[config.mk]
export PLATFORM = sky130hd
export DESIGN_NAME = seq_pattern_tx
export DESIGN_NICKNAME = d
export VERILOG_FILES = /design/src/rtl/seq_pkg.sv /design/src/rtl/seq_shift_reg.sv /design/src/rtl/seq_pattern_tx.sv
export SDC_FILE = /design/constraint.sdc
export NUM_CORES = 1
export LEC_CHECK = 0
export BUFFER_PORTS_ARGS = -buffer_cell sky130_fd_sc_hd__buf_2
export CELL_PAD_IN_SITES_DETAIL_PLACEMENT = 0
export CELL_PAD_IN_SITES_GLOBAL_PLACEMENT = 1
export CORE_ASPECT_RATIO = 1.5
export CORE_UTILIZATION = 48
export DETAILED_ROUTE_END_ITERATION = 10
export PLACE_DENSITY = 0.8
export SLEW_MARGIN = 20
export SYNTH_ARGS = -nofsm -noshare
export SYNTH_HDL_FRONTEND = slang
export SYNTH_HIERARCHICAL = 1
export SYNTH_SLANG_ARGS = --single-unit
[constraint.sdc]
create_clock -name CLK -period 3.1 [get_ports CLK]
set_input_delay 0.155 -clock CLK [delete_from_list [all_inputs] [get_ports CLK]]
set_output_delay 0.155 -clock CLK [all_outputs]
set_load 0.02 [all_outputs]
[src/rtl/seq_pkg.sv]
// Shared definitions for the serial pattern transmitter.
//   state_e  : FSM state encoding (IDLE/SHIFT/GAP/DONE)
//   DefPatW  : default pattern length in bits
//   DefRepW  : default width of the repeat-count input
package seq_pkg;

  typedef enum logic [1:0] {
    StIdle  = 2'b00,
    StShift = 2'b01,
    StGap   = 2'b10,
    StDone  = 2'b11
  } state_e;

  localparam int unsigned DefPatW = 8;
  localparam int unsigned DefRepW = 4;

endpackage

[src/rtl/seq_shift_reg.sv]
// Loadable MSB-first shift register.
// Ports:
//   clk      : rising-edge clock
//   rst      : asynchronous active-high reset, clears the register
//   load     : load data_in (has priority over shift)
//   shift    : shift left by one, zero fill
//   data_in  : parallel load value
//   msb_out  : current most significant bit
module seq_shift_reg #(
  parameter int unsigned W = 8
) (
  input  logic         clk,
  input  logic         rst,
  input  logic         load,
  input  logic         shift,
  input  logic [W-1:0] data_in,
  output logic         msb_out
);

  logic [W-1:0] sr_q;
  logic [W-1:0] sr_d;

  always_comb begin
    sr_d = sr_q;
    if (load) begin
      sr_d = data_in;
    end else if (shift) begin
      sr_d = {sr_q[W-2:0], 1'b0};
    end
  end

  always_ff @(posedge clk or posedge rst) begin
    if (rst) begin
      sr_q <= '0;
    end else begin
      sr_q <= sr_d;
    end
  end

  assign msb_out = sr_q[W-1];

endmodule

[src/rtl/seq_pattern_tx.sv]
// Serial pattern transmitter: sends a captured PAT_W-bit pattern MSB first,
// Repeat+1 times, with one idle gap cycle between frames and a Done pulse at
// the end.
// Optional feature: define SEQ_TX_PARITY_EN to append an even-parity bit to
// every frame.
// Ports:
//   CLK     : rising-edge clock
//   RST     : asynchronous active-high reset
//   Start   : transmit request, accepted only while Ready=1
//   Pattern : frame bits, captured on acceptance
//   Repeat  : extra frame count, captured on acceptance
//   Ready   : high only in IDLE
//   Out1    : registered serial data
//   Valid   : registered, high while Out1 carries a frame bit
//   Done    : registered one-cycle pulse after the last frame
module seq_pattern_tx
  import seq_pkg::*;
#(
  parameter int unsigned PAT_W = DefPatW,
  parameter int unsigned REP_W = DefRepW
) (
  input  logic             CLK,
  input  logic             RST,
  input  logic             Start,
  input  logic [PAT_W-1:0] Pattern,
  input  logic [REP_W-1:0] Repeat,
  output logic             Ready,
  output logic             Out1,
  output logic             Valid,
  output logic             Done
);

`ifdef SEQ_TX_PARITY_EN
  localparam int unsigned FrameLen = PAT_W + 1;
`else
  localparam int unsigned FrameLen = PAT_W;
`endif
  localparam int unsigned CntW = $clog2(FrameLen + 1);
  localparam logic [CntW-1:0] LastCnt = CntW'(FrameLen);
`ifdef SEQ_TX_PARITY_EN
  localparam logic [CntW-1:0] LastDataCnt = CntW'(PAT_W);
`endif

  state_e           state_q, state_d;
  logic [PAT_W-1:0] pat_q, pat_d;
  logic [REP_W-1:0] rep_q, rep_d;
  logic [CntW-1:0]  cnt_q, cnt_d;
  logic             out1_q, out1_d;
  logic             valid_q, valid_d;
  logic             done_q, done_d;

  logic             sr_load;
  logic             sr_shift;
  logic [PAT_W-1:0] sr_din;
  logic             sr_msb;

  // The MSB goes straight to Out1 on load, so the shift register is loaded
  // pre-shifted and its MSB is always the next bit to emit.
  seq_shift_reg #(
    .W (PAT_W)
  ) u_shift_reg (
    .clk     (CLK),
    .rst     (RST),
    .load    (sr_load),
    .shift   (sr_shift),
    .data_in (sr_din),
    .msb_out (sr_msb)
  );

  always_comb begin
    state_d  = state_q;
    pat_d    = pat_q;
    rep_d    = rep_q;
    cnt_d    = cnt_q;
    out1_d   = 1'b0;
    valid_d  = 1'b0;
    done_d   = 1'b0;
    sr_load  = 1'b0;
    sr_shift = 1'b0;
    sr_din   = {pat_q[PAT_W-2:0], 1'b0};

    unique case (state_q)
      StIdle: begin
        if (Start) begin
          pat_d   = Pattern;
          rep_d   = Repeat;
          sr_load = 1'b1;
          sr_din  = {Pattern[PAT_W-2:0], 1'b0};
          out1_d  = Pattern[PAT_W-1];
          valid_d = 1'b1;
          cnt_d   = CntW'(1);
          state_d = StShift;
        end
      end

      // cnt_q counts bits already placed on Out1 in this frame.
      StShift: begin
        if (cnt_q == LastCnt) begin
          cnt_d = '0;
          if (rep_q != '0) begin
            state_d = StGap;
          end else begin
            state_d = StDone;
            done_d  = 1'b1;
          end
`ifdef SEQ_TX_PARITY_EN
        end else if (cnt_q == LastDataCnt) begin
          out1_d  = ^pat_q;
          valid_d = 1'b1;
          cnt_d   = cnt_q + 1'b1;
`endif
        end else begin
          out1_d   = sr_msb;
          valid_d  = 1'b1;
          sr_shift = 1'b1;
          cnt_d    = cnt_q + 1'b1;
        end
      end

      StGap: begin
        rep_d   = rep_q - 1'b1;
        sr_load = 1'b1;
        out1_d  = pat_q[PAT_W-1];
        valid_d = 1'b1;
        cnt_d   = CntW'(1);
        state_d = StShift;
      end

      StDone: begin
        state_d = StIdle;
      end

      default: begin
        state_d = StIdle;
      end
    endcase
  end

  always_ff @(posedge CLK or posedge RST) begin
    if (RST) begin
      state_q <= StIdle;
      pat_q   <= '0;
      rep_q   <= '0;
      cnt_q   <= '0;
      out1_q  <= 1'b0;
      valid_q <= 1'b0;
      done_q  <= 1'b0;
    end else begin
      state_q <= state_d;
      pat_q   <= pat_d;
      rep_q   <= rep_d;
      cnt_q   <= cnt_d;
      out1_q  <= out1_d;
      valid_q <= valid_d;
      done_q  <= done_d;
    end
  end

  assign Ready = (state_q == StIdle);
  assign Out1  = out1_q;
  assign Valid = valid_q;
  assign Done  = done_q;

endmodule

==> flow_summary.yaml, run 1 <==
power:
  swShare_pct: 34.7
  power_density_nw_per_um2: 941
  switchingPower_w: 0.000574
  clkPwrFrac_pct: 20.7
  combPwrFrac_pct: 38.0
  leakage_nw: 0.836
  vdd_drop_max_uv: 435
  cell_internal_pwr_w: 0.00108
  power.share.sequential_pct: 41.3
floorplan:
  die_area_um2: 3510
  core_area_um2: 3130
  start_util_pct: 50.2
  placementRows: 25
  die_w_um: 48.7
  num_io_pins: 19
  die_y_um: 72.0
detailed_routing:
  route.detailed.drc: 0
  routed_wl_um: 2920
  wl_per_cell_um: 14.0
  via_per_inst: 5.20
  first_pass_iters: 4
  vias: 1087
  antenna_left: 0
  drt_iter0_drc: 27
timing:
  maxSlewHeadroom_pct: 45.8
  setup_viol: 0
  post-route-min-period_ns: 2.06
  finalHoldViolCount: 0
  clock.fmax_mhz: 484
  worst_slew_pin_slew_ns: 0.812
  finalCritPeriodShare_pct: 66.6
  rsz0062_at_grt: "no"
  final_max_slew_viol_count: 0
  finClkSkew_ns: 0.00450
  finalSetupTns_ns: 0
grt:
  antenna_found_initial: 0
  grt_pass1_vias: 1172
  grt_pass1_wl_um: 5240
  gr-usage-all-layers_pct: 20.1
  overflow: 0
  grt_max_degree: 23
yosys:
  synth_top_cell_area_share_pct: 46.3
  synth.largest_area_cell: "dfrtp_1"
  netlist_area_um2: 1570
  synth-seq-cells: 29
  ys_top_cells_by_area: "dfrtp_1 (46%), mux2_4 (7.7%), mux2i_1 (5.1%)"
  synthCells: 148
  yosysSeqAreaShare_pct: 46.3
  ys_warn_count: 6
  synth_cell_types: 32
  synth_nets: 166
  syn_area_per_cell_um2: 10.6
placed_design:
  dpl_cell_area_um2: 1650
  post-place-cells: 200
  io_buffers: 18
  gp_congestion: 0.803
  hpwl_um: 2010
cells_and_area:
  fillers: 296
  final_common_cell: "dfrtp_1"
  nNetsFinal: 186
  final_area_um2: 1760
  diodes: 0
  drive_gt1_share_pct: 26.6
  final_cell_mix: "dfrtp_1 (29), buf_2 (18), nand2_1 (12), inv_1 (11)"
  area_growth_syn_to_layout_pct: 12.2
  final_util_pct: 56.3
  final_cells: 209
job:
  maxCapViolCount: 0
worst_setup_path:
  crit_slowest_cell: "nor3b_4"
  critPathBufInv: 0
  start_kind: "flop"
  crit_required_ns: 3.26
  critPathKind: "reg -> reg"
  crit_chain: "nor3b_4, mux2_2, nand2_1, o21ai_1"
  cp-end-kind: "flop"
  critPathTopFamily: "simple AND/OR/NAND/NOR gates"
  cp_data_arrival_time_ns: 2.22
  max_stage_delay_ns: 0.77
  crit_fanout: 22
  rrSetupSlack_ns: 1.04
cts:
  cts_resized: 0
  clock_sinks: 29
  cts_max_level: 2
  cts_tree: "done"
  path_clk_slew_ns: 0.06
  clockBufferDepth: 2
  cts_root_buf: "clkbuf_8"
  clk_latency_ns: 0.28
  cts_setup_buffers: 0
  numCtsBuffers: 5
  cts_hold_buffers: 1
run_status:
  status: "completed"
worst_hold_path:
  hp-class: "in -> reg"
## kinds of logic (layout without fill, tap and decap cells)
| kind of cell | after synthesis | count (layout) | synth area share, % |
|---|---|---|---|
| compound gates | 30 | 30 | 11.2 |
| fa+ha+maj | 3 | 3 | 2.39 |
| buf+inv | 19 | 40 | 7.42 |
| flops | 29 | 29 | 46.3 |
| mux | 22 | 22 | 17.1 |
| other cells | 1 | 1 | 0.239 |
| simple gates | 44 | 44 | 15.5 |
## layout make-up
type                       instances  area, um2  area share, %
clock inverter                     1       5.00          0.284
clock buffer                       7       96.3           5.47
multi-input combinational        100        727           41.3
tap                               40       50.0           2.84
sequential                        29        726           41.2
timing repair buffer              21        115           6.54
inverter                          11       41.3           2.35
## routing by layer
metal  GRT usage (%)  wire, um  vias up  part of all wire (%)
li1                -         -      550                     -
met1            22.7      1230      515                    42
met2            34.6      1530       16                    52
met3            5.03        87        6                   3.0
met4            10.8        76        0                   2.6
met5               0         0        -                     0
## metrics by stage
step	setup WS (ns)	total power [W]	hold WS, ns
4_1_cts	1.03	0.00168	0.0928
2_1_floorplan	1.55	0.00121	-0.0293
5_1_grt	0.874	0.00179	0.119
3_3_place_gp	1.10	0.00130	0.120
3_5_place_dp	1.03	0.00132	0.125
6_report	1.04	0.00166	0.0953
## final timing paths
kind / from / to / depth (start not counted)
max in group asynchronous: RST / pat_q[3] / 3
hold / removal: Pattern[7] / Out1 / 3
hold reg to reg: pat_q[3] / pat_q[3] / 1
min in group asynchronous: RST / u_shift_reg/sr_q[5] / 3
setup reg to reg: state_q[0] / u_shift_reg/sr_q[5] / 4
setup / recovery: state_q[0] / u_shift_reg/sr_q[5] / 4
## state kept, by name, indices dropped and copies added, names as in the netlist
register,flops
pat_q,8
u_shift_reg/sr_q,8
cnt_q,4
rep_q,4
state_q,2
Done,1
Out1,1
Valid,1
## synthesized netlist by cell type
cell type / n
nor2_1: 5
nor2b_1: 3
buf_6: 4
dfrtp_1: 29
nand4_1: 1
o31a_1: 1
o21ai_1: 7
a2bb2oi_1: 1
and2_1: 2
nand3_1: 6
or3b_2: 1
a21oi_1: 6
nand2_1: 12
o22ai_1: 5
conb_1: 1
o21ai_0: 7
nor3b_1: 2
inv_1: 11
mux2_4: 8
mux2i_1: 8
ha_1: 3
buf_2: 3
buf_8: 1
a221oi_1: 2
nand2b_1: 4
a32oi_1: 1
or2_2: 1
nand3b_1: 2
or2b_1: 1
nor3_1: 3
mux2_2: 6
nor3b_4: 1
## power groups by stage
stage | Combinational (W) | Sequential (W) | Clock [W]
after global routing | 0.000707 | 0.000712 | 0.000372
after detailed placement | 0.000632 | 0.000688 | 0
after floorplan | 0.000571 | 0.000639 | 0
after global placement | 0.000617 | 0.000680 | 0
final | 0.000630 | 0.000684 | 0.000343
after CTS | 0.000641 | 0.000683 | 0.000353
## tightest hold or removal path: stages
cell	delay (ns)
buf_2	0.08
nand2_1	0.05
nand3_1	0.06
No activity file was read; power rests on OpenSTA's default activity.
==> run 2: changes to the inputs <==
--- a/config.mk
+++ b/config.mk
@@ -9,9 +9,9 @@
 export CELL_PAD_IN_SITES_DETAIL_PLACEMENT = 0
 export CELL_PAD_IN_SITES_GLOBAL_PLACEMENT = 1
 export CORE_ASPECT_RATIO = 1.5
-export CORE_UTILIZATION = 48
+export CORE_UTILIZATION = 45
 export DETAILED_ROUTE_END_ITERATION = 10
-export PLACE_DENSITY = 0.8
+export PLACE_DENSITY = 0.75
 export SLEW_MARGIN = 20
 export SYNTH_ARGS = -nofsm -noshare
 export SYNTH_HDL_FRONTEND = slang
==> constraint.sdc (replaced) <==
create_clock -name CLK -period 2 [get_ports CLK]
set_input_delay 0.1 -clock CLK [delete_from_list [all_inputs] [get_ports CLK]]
set_output_delay 0.1 -clock CLK [all_outputs]
set_load 0.02 [all_outputs]
==> run 2 against run 1 <==
Net effect: fmax up 25%; cell area increased by 0.21%; wire length up 3.6%; hold slack lost 0.060 ns; worst setup slack worse by 0.69 ns; register-to-register slack got worse by 0.69 ns; flip-flop and latch count stayed put; sequential power up 48%; via count up 4.6%; die area grew 6.4%; final cell count grew 1.4%; critical endpoint is now u_shift_reg/sr_q[1]; highest routed layer unchanged.
==> flow_summary.yaml, run 2 (same netlist as run 1, synthesis figures left out) <==
power:
  power_density_nw_per_um2: 1430
  leakage_nw: 0.841
  vdd_drop_max_uv: 710
placed_design:
  pre_cts_ws_ns: 0.349
  gp_congestion: 0.828
  hpwl_um: 2150
  io_buffers: 18
cts:
  clock_sinks: 29
  cts_tree: "done"
  numCtsBuffers: 5
  cts_setup_buffers: 0
  cts_root_buf: "clkbuf_8"
  cts_max_level: 2
  clk_latency_ns: 0.28
  clockBufferDepth: 2
  path_clk_slew_ns: 0.07
cells_and_area:
  seq_area_um2: 726
  drive_gt1_share_pct: 27.3
  final_common_cell: "dfrtp_1"
  area_growth_syn_to_layout_pct: 12.4
  diodes: 0
  final_util_pct: 54.8
  final_cell_mix: "dfrtp_1 (29), buf_2 (18), nand2_1 (12), inv_1 (11)"
  nNetsFinal: 189
  top_regs: "pat_q: 8 flops, u_shift_reg/sr_q: 8 flops"
  multiInputGateArea_um2: 727
  fillers: 294
worst_hold_path:
  min-delay-start: "Pattern[7]"
  hold_end: "Out1"
  hp-class: "in -> reg"
  hold_depth: 3
detailed_routing:
  drt_iter0_drc: 35
  vias: 1137
  antenna_left: 0
  first_pass_iters: 4
  via_per_inst: 5.36
  routed_wl_um: 3020
  wl_per_cell_um: 14.3
  route.detailed.drc: 0
timing:
  final_max_slew_viol_count: 0
  post-route-min-period_ns: 1.66
  worst_slew_pin_slew_ns: 0.850
  maxSlewHeadroom_pct: 43.1
  finalHoldViolCount: 0
  clock.fmax_mhz: 604
  rsz0062_at_grt: "no"
  finalCritPeriodShare_pct: 82.8
  finClkSkew_ns: 0.00634
  postLayoutSetupSlackWorst_ns: 0.344
  finalSetupTns_ns: 0
  setup_viol: 0
run_status:
  status: "completed"
worst_setup_path:
  critPathKind: "reg -> reg"
  timing.rr.start: "state_q[0]"
  crit_required_ns: 2.13
  r2r-end: "u_shift_reg/sr_q[1]"
  rrSetupSlack_ns: 0.34
  cp-end-kind: "flop"
  start_kind: "flop"
  r2r_cells: 4
  crit_fanout: 9
  cp_data_arrival_time_ns: 1.79
floorplan:
  die_y_um: 74.3
  start_util_pct: 48.7
  core_area_um2: 3220
  die_area_um2: 3730
  num_io_pins: 19
  placementRows: 25
  die_w_um: 50.2
grt:
  grt_pass1_wl_um: 5110
  grt_max_degree: 22
  gr-usage-all-layers_pct: 19.3
  overflow: 0
  grt_pass1_vias: 1197
  antenna_found_initial: 0
job:
  maxCapViolCount: 0
[run 2: changes by cell type in the layout (fill, tap and decap cells not counted)]
cell and delta:
buf_4 +3, clkbuf_8 -2, clkbuf_1 +1, clkinv_2 +1
[run 2: stage by stage]
| step | std cells | hold slack, ns | cell area [um2] | total power (W) |
|---|---|---|---|---|
| CTS | 212 | 0.0320 | 1760 | 0.00255 |
| global route | 212 | 0.0468 | 1760 | 0.00273 |
| detailed placement | 203 | 0.0726 | 1670 | 0.00208 |
| global placement | 203 | 0.0577 | 1670 | 0.00203 |
| finish | 212 | 0.0353 | 1760 | 0.00252 |
| floorplan | 148 | -0.0843 | 1570 | 0.00188 |
[run 2: how the worst max path moves through the flow]
stage / from / endpoint / slack [ns] / cells past startpoint
after CTS: state_q[0] / u_shift_reg/sr_q[1] / 0.34 / 4
after detailed placement: state_q[0] / u_shift_reg/sr_q[1] / 0.35 / 4
after global routing: cnt_q[0] / u_shift_reg/sr_q[7] / 0.19 / 6
final: state_q[0] / u_shift_reg/sr_q[1] / 0.34 / 4
after floorplan: state_q[1] / u_shift_reg/sr_q[3] / 0.45 / 6
after global placement: cnt_q[0] / u_shift_reg/sr_q[7] / 0.36 / 6
[run 2: worst max-delay path, stage by stage (launching register included)]
cell and delay [ns]:
dfrtp_1 0.43, nor2b_1 0.28, and2_1 0.47, mux2i_1 0.24, o21ai_1 0.08
[run 2: layout make-up]
| cell class | count | area share (%) |
|---|---|---|
| inverters | 11 | 2.34 |
| clock buffers | 6 | 4.11 |
| repair buffers | 24 | 7.80 |
| well taps | 40 | 2.84 |
| flip-flops and latches | 29 | 41.1 |
| clock inverters | 2 | 0.567 |
| multi-input cells | 100 | 41.2 |
[run 2: routing by layer]
layer | up-vias | wire (um) | GRT usage, %
met3 | 10 | 115 | 6.34
met4 | 0 | 91 | 12.7
li1 | 557 | - | -
met1 | 546 | 1210 | 18.7
met5 | - | 0 | 0
met2 | 24 | 1610 | 34.5
[run 2: where the power goes]
group / switching (W) / internal, W
clock: 0.000222 / 0.000240
combinational: 0.000498 / 0.000546
sequential: 0.000176 / 0.000835
[run 2: timing repair]
action	CTS	global route
gates resized for setup	0	0
hold endpoints to repair	8	0
hold buffers	1	0
==> run 3: changes to the inputs <==
--- a/config.mk
+++ b/config.mk
@@ -9,9 +9,9 @@
 export CELL_PAD_IN_SITES_DETAIL_PLACEMENT = 0
 export CELL_PAD_IN_SITES_GLOBAL_PLACEMENT = 1
 export CORE_ASPECT_RATIO = 1.5
-export CORE_UTILIZATION = 45
+export CORE_UTILIZATION = 40
 export DETAILED_ROUTE_END_ITERATION = 10
-export PLACE_DENSITY = 0.75
+export PLACE_DENSITY = 0.71
 export SLEW_MARGIN = 20
 export SYNTH_ARGS = -nofsm -noshare
 export SYNTH_HDL_FRONTEND = slang
==> constraint.sdc (replaced) <==
create_clock -name CLK -period 1.4 [get_ports CLK]
set_input_delay 0.07 -clock CLK [delete_from_list [all_inputs] [get_ports CLK]]
set_output_delay 0.07 -clock CLK [all_outputs]
set_load 0.02 [all_outputs]
==> run 3 against run 2 <==
Net effect: the run now ends with negative setup slack left; wire length rose by 6.7%; largest power group unchanged; via count rose by 4.4%; final cell count rose by 8.0%; global-route usage fell by 1.5 points.
==> flow_summary.yaml, run 3 (same netlist as run 1, synthesis figures left out) <==
worst_setup_path:
  cp_num_cells: 4
  max_stage_delay_ns: 0.42
  r2r_cells: 4
  critPathTopFamily: "flip-flops"
  crit_path_start: "state_q[0]"
  start_kind: "flop"
  critPathBufInv: 2
  crit_slowest_cell: "dfrtp_1"
  setup.worst_path.end: "pat_q[1]"
  r2r-end: "pat_q[1]"
  crit_chain: "nor3b_4, buf_12, buf_4, mux2_2"
  cp_data_arrival_time_ns: 1.57
  rrSetupSlack_ns: -0.004
  crit_fanout: 14
  critPathKind: "reg -> reg"
  timing.rr.start: "state_q[0]"
  crit_required_ns: 1.57
  cp-end-kind: "flop"
grt:
  antenna_found_initial: 0
  grt_pass1_vias: 1281
  grt_max_degree: 15
  gr-usage-all-layers_pct: 17.8
  grt_pass1_wl_um: 5360
  overflow: 0
timing:
  setup_viol: 2
  hold_ws_ns: 0.0331
  post-route-min-period_ns: 1.40
  postLayoutSetupSlackWorst_ns: -0.00450
  rsz0062_at_grt: "yes"
  clock.fmax_mhz: 712
  finalHoldViolCount: 0
  finClkSkew_ns: 0.00522
  final_max_slew_viol_count: 0
  finalCritPeriodShare_pct: 100
detailed_routing:
  route.detailed.drc: 0
  wl_per_cell_um: 14.1
  via_per_inst: 5.18
  first_pass_iters: 4
  antenna_left: 0
  drt_iter0_drc: 25
  routed_wl_um: 3230
  vias: 1187
floorplan:
  core_area_um2: 3720
  die_y_um: 78.7
  die_w_um: 53.1
  num_io_pins: 19
  start_util_pct: 42.2
  placementRows: 27
  die_area_um2: 4180
cells_and_area:
  final_cell_mix: "dfrtp_1 (29), buf_2 (17), buf_4 (14), mux2_4 (11), inv_1 (10)"
  final_common_cell: "dfrtp_1"
  nNetsFinal: 203
  drive_gt1_share_pct: 39.2
  diodes: 0
  top_regs: "pat_q: 8 flops, u_shift_reg/sr_q: 8 flops"
  area_growth_syn_to_layout_pct: 26.2
  fillers: 347
worst_hold_path:
  hp-class: "in -> reg"
  min-delay-start: "Pattern[7]"
placed_design:
  hpwl_um: 2300
  io_buffers: 18
  gp_congestion: 0.840
  pre_cts_ws_ns: -0.0192
run_status:
  violations: "negative setup slack"
  status: "finished, violations left"
cts:
  cts_tree: "done"
  clockBufferDepth: 2
  cts_root_buf: "clkbuf_8"
  path_clk_slew_ns: 0.06
  numCtsBuffers: 5
  clk_latency_ns: 0.28
  clock_sinks: 29
  cts_max_level: 2
power:
  power_density_nw_per_um2: 2080
  vdd_drop_max_uv: 1350
  leakage_nw: 0.958
  power.total_w: 0.00411
job:
  maxCapViolCount: 0
run 3: worst min-delay path by stage:
stage / endpoint / slack (ns) / depth (start not counted)
after global routing: Out1 / 0.03 / 3
after global placement: u_shift_reg/sr_q[7] / 0.04 / 2
after floorplan: u_shift_reg/sr_q[0] / -0.11 / 1
final: Out1 / 0.03 / 3
after detailed placement: u_shift_reg/sr_q[7] / 0.04 / 2
after CTS: pat_q[4] / 0.02 / 2
run 3: repair_timing:
action / in CTS / in global routing
gates resized for setup: 0 / 20
setup endpoints to repair: 6 / 17
hold buffers: 1 / 0
pin swaps: 0 / 1
buffers inserted: 1 / 1
cloned: 0 / 1
endpoints found under the hold margin: 17 / 0
run 3: area by class of cell:
cell class,instances,area (um2),area share (%)
tap,43,53.8,2.72
multi-input combinational,101,785,39.6
timing repair buffer,37,274,13.8
clock buffer,7,96.3,4.86
sequential,29,726,36.6
inverter,11,41.3,2.08
clock inverter,1,5.00,0.253
run 3: through the flow:
step	std cells	setup TNS (ns)	cell area (um2)	utilization [%]
finish	229	-0.00723	1980	53.3
detailed placement	217	-0.0358	1790	48.1
floorplan	148	-0.648	1570	-
global placement	217	0	1790	48.1
CTS	227	-0.0235	1910	51.3
global route	229	-0.251	1980	53.3
run 3: where the power goes:
group / switching [W] / total [W] / internal (W) / leakage (nW)
clock: 0.000319 / 0.000763 / 0.000444 / 0.0542
sequential: 0.000244 / 0.00144 / 0.00120 / 0.360
combinational: 0.000842 / 0.00191 / 0.00107 / 0.543
run 3: tightest hold or removal path, stage by stage:
cell	delay, ns
buf_2	0.08
nand2_1	0.05
nand3_1	0.07
run 3: metal layers:
metal	part of all wire, %	GRT usage [%]
met4	2.3	7.89
met2	54	31.0
met3	3.7	5.75
met5	0	0
met1	40	18.7
